<file path="src/rtl/flopr_pipeline.sv">
// Elastic register pipeline: DEPTH stages of WIDTH-bit flops with per-stage valid bits,
// valid/ready handshake, bubble collapse and synchronous flush. Define PIPE_OCCUPANCY_EN to add an occupancy counter port.
module flopr_pipeline #(
   parameter int               WIDTH       = 8,
   parameter int               DEPTH       = 4,
   parameter logic [WIDTH-1:0] RESET_VALUE = '0
) (
   input  logic                         clock,
   input  logic                         reset,
   input  logic                         flush,
   input  logic                         in_valid,
   output logic                         in_ready,
   input  logic [WIDTH-1:0]             in_data,
   output logic                         out_valid,
   input  logic                         out_ready,
   output logic [WIDTH-1:0]             out_data
`ifdef PIPE_OCCUPANCY_EN
   ,
   output logic [$clog2(DEPTH+1)-1:0]   occupancy
`endif
);

   generate
      if (DEPTH < 1) begin : g_bad_depth
         $error("flopr_pipeline: DEPTH must be at least 1");
      end
   endgenerate

   logic [DEPTH-1:0] valid;
   logic [WIDTH-1:0] data [DEPTH];

   logic [DEPTH-1:0] rdy;
   logic [DEPTH-1:0] stage_valid_in;
   logic [WIDTH-1:0] stage_data_in [DEPTH];
   logic             in_fire;
   logic             out_fire;

   // A stage may load when it is empty or when some stage downstream of it
   // (or the consumer) will make room this cycle; this is what collapses bubbles.
   always_comb begin
      logic room;
      // NOTE: room is a blocking temporary inside always_comb; it is assigned before
      // every use, so no latch is inferred and no combinational loop exists on rdy.
      room = out_ready;
      rdy  = '0;
      for (int i = DEPTH - 1; i >= 0; i--) begin
         room   = room || !valid[i];
         rdy[i] = room;
      end
   end

   assign in_ready  = rdy[0] && !flush && !reset;
   assign in_fire   = in_valid && in_ready;
   assign out_valid = valid[DEPTH-1];
   assign out_data  = data[DEPTH-1];
   assign out_fire  = out_valid && out_ready && !flush;

   always_comb begin
      stage_valid_in[0] = in_fire;
      stage_data_in[0]  = in_data;
      for (int i = 1; i < DEPTH; i++) begin
         stage_valid_in[i] = valid[i-1];
         stage_data_in[i]  = data[i-1];
      end
   end

   always_ff @(posedge clock or posedge reset) begin
      if (reset) begin
         valid <= '0;
         // NOTE: the data array is reset on purpose: out_data must read RESET_VALUE
         // straight out of reset, so these are real flops and not RAM.
         for (int i = 0; i < DEPTH; i++) data[i] <= RESET_VALUE;
      end else if (flush) begin
         valid <= '0;
         for (int i = 0; i < DEPTH; i++) data[i] <= RESET_VALUE;
      end else begin
         for (int i = 0; i < DEPTH; i++) begin
            if (rdy[i]) begin
               valid[i] <= stage_valid_in[i];
               // Data only moves with a valid word so an empty slot keeps its old contents.
               if (stage_valid_in[i]) data[i] <= stage_data_in[i];
            end
         end
      end
   end

`ifdef PIPE_OCCUPANCY_EN
   localparam int OCC_W = $clog2(DEPTH + 1);

   always_ff @(posedge clock or posedge reset) begin
      if (reset) begin
         occupancy <= '0;
      end else if (flush) begin
         occupancy <= '0;
      end else begin
         case ({in_fire, out_fire})
            2'b10:   occupancy <= occupancy + OCC_W'(1);
            2'b01:   occupancy <= occupancy - OCC_W'(1);
            default: occupancy <= occupancy;
         endcase
      end
   end
`endif

endmodule

</file>
<file path="config.mk">
export PLATFORM = sky130hd
export DESIGN_NAME = flopr_pipeline
export DESIGN_NICKNAME = d
export VERILOG_FILES = /design/src/rtl/flopr_pipeline.sv
export SDC_FILE = /design/constraint.sdc
export NUM_CORES = 1
export LEC_CHECK = 0
export BUFFER_PORTS_ARGS = -buffer_cell sky130_fd_sc_hd__buf_2
export CELL_PAD_IN_SITES_DETAIL_PLACEMENT = 0
export CELL_PAD_IN_SITES_GLOBAL_PLACEMENT = 1
export CORE_MARGIN = 3
export CORE_UTILIZATION = 38
export CTS_BUF_LIST = sky130_fd_sc_hd__clkbuf_2 sky130_fd_sc_hd__clkbuf_4 sky130_fd_sc_hd__clkbuf_8
export DETAILED_ROUTE_END_ITERATION = 6
export PLACE_DENSITY = 0.81
export SYNTH_ARGS = -nofsm -noshare
export SYNTH_HDL_FRONTEND = slang
export SYNTH_SLANG_ARGS = --single-unit
</file>
<file path="constraint.sdc">
create_clock -name clock -period 1.5 [get_ports clock]
set_input_delay 0.15 -clock clock [delete_from_list [all_inputs] [get_ports clock]]
set_output_delay 0.15 -clock clock [all_outputs]
set_load 0.005 [all_outputs]
</file>
==> results list <==
* Portion of the post-synthesis area used by sequential elements: 50.8%
- Clock tree from TritonCTS: done
- The tree built by TritonCTS fans out to 36 sinks.
* Final period demand of the worst path: 1.47 ns
- 0 antenna diodes ended up in the layout.
* Largest area contributor in the netlist: sky130_fd_sc_hd__dfrtp_1
* Part of the power in the clock network: 42.7%
- For this run, the leading register cell type out of synthesis is sky130_fd_sc_hd__dfrtp_1.
- Measured in cells, the most critical reg-to-reg path has a length of 4.
- Dividing the detail-routed wire length by the instance count gives 13.3 microns.
- In this run, the number of DRC markers left after iteration 0 of detailed routing was 84.
- The flow ran to the end, but the final reports show violations.
* Average via count per standard cell: 5.10
* Worst-path cell chain: and4b_2 > a211oi_2 > buf_2
- The worst setup path is of the reg2out kind.
- For flop-to-flop paths, the worst setup slack is 0.06 ns.
- In the post-synthesis netlist, the cell with the most instances is sky130_fd_sc_hd__dfrtp_1.
- The share of total power dissipated in combinational logic is 7.3%.
* Worst slew pin tran: 0.482 ns
* Die width: 74.3 microns
- First-pass GRT wire length: 5.98 mm
* Number of buffer and inverter stages on the critical path: 1
- After floorplanning, the core was sized to cover 4440 sq um.
- After routing, the total negative slack on setup checks comes to 0 ns.
- Synthesis produced a netlist with a net count of 194.
- Yosys printed 0 warnings.
- Number of vias in the routed layout: 1325
- Global routing used 14.4% of the available tracks.
- The worst register-to-register path ends at data[30]$_DFFE_PP0P_.
- After clock tree synthesis, the flow added hold-fix buffers numbering 0.
- Post-layout instance count excluding filler cells: 260
* Part of the cycle the worst path needs: 98.3%
- Power density cells: 945 nW/um^2
- Across the VDD grid, the largest voltage drop is 0.000365 V.
* Yosys cell types: 26
- After clock tree synthesis, the clock-pin slew on the worst setup and hold paths is 0.07 ns.
- Critical Path Start Type: flip-flop
* Data arrival at the endpoint of the critical path: 1.32 ns
- Setup slack on the critical path of the routed design comes to 0.0261 ns.
- For the worst setup path, the data required time is 1.35 ns.
* Largest driver fanout on the critical path: 7
- The congestion estimate from routability-driven global placement came to 0.731.
- Measured against its own limit, the worst slew margin works out to 67.9%.
* Switching portion of total power: 21.8%
- Clock Tree Buf Depth: 2
- On the final layout, the worst hold slack is -0.00458 ns.
* Clock Skew: 0.00194 ns
* Net Switching: 0.000435 W
- The layout has 427 filler cells.
- Of the post-synthesis cell area, the dominant cell type holds 50.8%.
- Per report_power, the sequential group accounts for 49.9% of the total.
* Synth Instances: 181
- In the final design database the tool counted 220 nets.
- Pin count of the biggest net entering global routing: 37
- Top-Level Pins: 23
- Num rows: 24
- DRC errors left: 0
- Number of enable flip-flop cells after synthesis: 0
- Final count of hold timing violations: 1
- Averaged over all synthesized cells, the footprint is 9.80 sq um.
* Initial antenna violation count: 0
- After synthesis the cells add up to 1770 sq um.
- The count of nets left with antenna violations once routing finished came out at 0.
- After global routing the overflow that remains totals 0.
- Multi-input logic area: 736 sq um
* Largest cells by area after synthesis: sky130_fd_sc_hd__dfrtp_1 (51%), sky130_fd_sc_hd__nand2b_1 (6.3%), sky130_fd_sc_hd__mux2i_1 (4.5%)
* Static Leakage: 1.04 nW
- Number of buffers created by CTS: 5
- Final-report setup violation count: 0
- In this run the critical register-to-register path is launched from valid[1]$_DFFE_PP0P_.
* Violated checks: negative hold slack
* Clock tree root buffer cell: sky130_fd_sc_hd__clkbuf_8
- Post-Route WL: 3.45 mm
- Synthesis-to-finish area growth: 18.8%
- Summing all flip-flop and latch instances after layout gives 905 sq um.
- The post-route netlist has 26.4% of its cells at a drive strength greater than 1.
- Detailed placement ended at an HPWL of 2.35 mm.
- The final-report max-slew violation count came to 0.
- CP max stage cell: sky130_fd_sc_hd__dfrtp_1
- Input and output buffers added on the ports amount to 22.
- Commonest cells in the netlist: sky130_fd_sc_hd__dfrtp_1 (36), sky130_fd_sc_hd__nand2b_1 (18), sky130_fd_sc_hd__a21oi_1 (11), sky130_fd_sc_hd__inv_1 (11), sky130_fd_sc_hd__nor2_1 (11)
- First-pass iteration count of the detailed router: 4
- Including well taps, the total number of placed cells is 247.
* Internal power contribution: 0.00156 W
* Register bit total from synthesis: 36
- The worst setup path is captured at a primary output.
- Initial Utilization: 39.9%
- Setup repair after global routing could not meet its margin everywhere.
- The H-tree was split into 2 levels.
- Share of synthesized registers carrying an async set or reset: 100%
- Vias in the first global route: 1279
* Worst path top cell family by delay: flip-flops
* Tightest Hold Check Type: in2async
* Vertical die dimension: 74.3 microns
- The die covers 5520 sq um.
- Maximum clock rate: 0.678 GHz
* Insertion delay of the later-clocked pin in the worst-skew pair: 0.29 ns
* Biggest cell delay along the critical path: 0.38 ns
- The tool flagged a number of max-cap violations equal to 0.
- The design draws 0.00199 W.
- Pre-CTS setup slack: 0.0221 ns
cell families after synthesis:
group / share of synthesized area, %
compound gates: 14.2
simple gates: 21.5
flops: 50.8
buf+inv: 9.03
mux: 4.51
worst register-to-register path: stages, from the launching register on:
cell and delay [ns]:
sky130_fd_sc_hd__dfrtp_1 0.38, sky130_fd_sc_hd__and4b_2 0.31, sky130_fd_sc_hd__buf_4 0.17, sky130_fd_sc_hd__a2111oi_1 0.37, sky130_fd_sc_hd__or3_1 0.16
registers in the layout, summed over array words and instances (netlist names):
signal	count
data	24
out_data	8
valid	4
power by group through the flow:
stage	registers (W)	clock network [W]	logic [W]
2_1_floorplan	0.00101	0	0.0000873
3_3_place_gp	0.00102	0	0.000133
3_5_place_dp	0.00102	0	0.000135
4_1_cts	0.000997	0.000873	0.000136
5_1_grt	0.000996	0.000928	0.000166
6_report	0.000995	0.000851	0.000146
layout by cell type (no fill, tap or decap):
cell type | Yosys | routed
sky130_fd_sc_hd__dfrtp_4 | 0 | 1
sky130_fd_sc_hd__nor3b_2 | 1 | 1
sky130_fd_sc_hd__clkbuf_4 | 0 | 1
sky130_fd_sc_hd__buf_4 | 8 | 16
sky130_fd_sc_hd__nor2b_1 | 2 | 2
sky130_fd_sc_hd__nor2_1 | 11 | 11
sky130_fd_sc_hd__inv_1 | 11 | 11
sky130_fd_sc_hd__a21oi_2 | 1 | 1
sky130_fd_sc_hd__a2111oi_1 | 0 | 3
sky130_fd_sc_hd__a211oi_2 | 0 | 1
sky130_fd_sc_hd__a2111oi_0 | 8 | 3
sky130_fd_sc_hd__a21oi_1 | 11 | 11
sky130_fd_sc_hd__clkinv_2 | 0 | 1
sky130_fd_sc_hd__nand2b_1 | 18 | 18
sky130_fd_sc_hd__nand3_1 | 8 | 8
sky130_fd_sc_hd__and4b_2 | 0 | 1
sky130_fd_sc_hd__dfrtp_1 | 36 | 35
sky130_fd_sc_hd__nand4b_2 | 1 | 1
sky130_fd_sc_hd__nand2_1 | 9 | 9
sky130_fd_sc_hd__clkbuf_8 | 0 | 5
sky130_fd_sc_hd__nor3_1 | 8 | 8
sky130_fd_sc_hd__buf_2 | 5 | 22
sky130_fd_sc_hd__and2_1 | 1 | 1
sky130_fd_sc_hd__o21ai_0 | 8 | 8
sky130_fd_sc_hd__a2111oi_2 | 0 | 2
sky130_fd_sc_hd__mux2i_1 | 8 | 8
sky130_fd_sc_hd__bufinv_16 | 0 | 1
sky130_fd_sc_hd__buf_12 | 0 | 1
sky130_fd_sc_hd__or3_1 | 8 | 8
sky130_fd_sc_hd__a22o_1 | 8 | 8
sky130_fd_sc_hd__nand3b_1 | 1 | 1
area by class of cell:
cell class | count | share of cell area [%]
clock buffer | 6 | 3.62
clock inverter | 2 | 1.66
inverter | 11 | 1.96
multi-input combinational | 114 | 34.9
sequential | 36 | 42.9
tap | 52 | 3.09
timing repair buffer | 39 | 11.9
routing by layer:
layer  track usage (%)  up-vias  routed length, microns
li1                  -      676                       -
met1              18.2      612                    1690
met2              22.8       30                    1520
met3              4.73        7                     172
met4              5.93        0                      62
met5                 0        -                       0
worst max-delay path by stage:
stage / startpoint / endpoint / slack [ns] / depth (start not counted)
final: valid[1]$_DFFE_PP0P_ / in_ready / 0.03 / 3
after global routing: valid[1]$_DFFE_PP0P_ / in_ready / -0.02 / 3
after CTS: valid[1]$_DFFE_PP0P_ / in_ready / 0.02 / 3
after detailed placement: valid[3]$_DFFE_PP0P_ / data[25]$_DFFE_PP0P_ / 0.02 / 3
after global placement: valid[3]$_DFFE_PP0P_ / data[27]$_DFFE_PP0P_ / 0.06 / 3
after floorplan: valid[3]$_DFFE_PP0P_ / data[28]$_DFFE_PP0P_ / 0.18 / 4
through the flow:
stage | util [%] | area, sq um
finish | 47.4 | 2110
floorplan | - | 1770
global placement | 43.5 | 1930
CTS | 46.5 | 2070
detailed placement | 43.5 | 1930
global route | 47.4 | 2110
what timing repair did:
item / in CTS / in global routing
pin swaps: 1 / 0
setup buffers: 2 / 3
gates resized for setup: 3 / 8
setup endpoints to repair: 1 / 6
No activity file was read; power rests on OpenSTA's default activity.
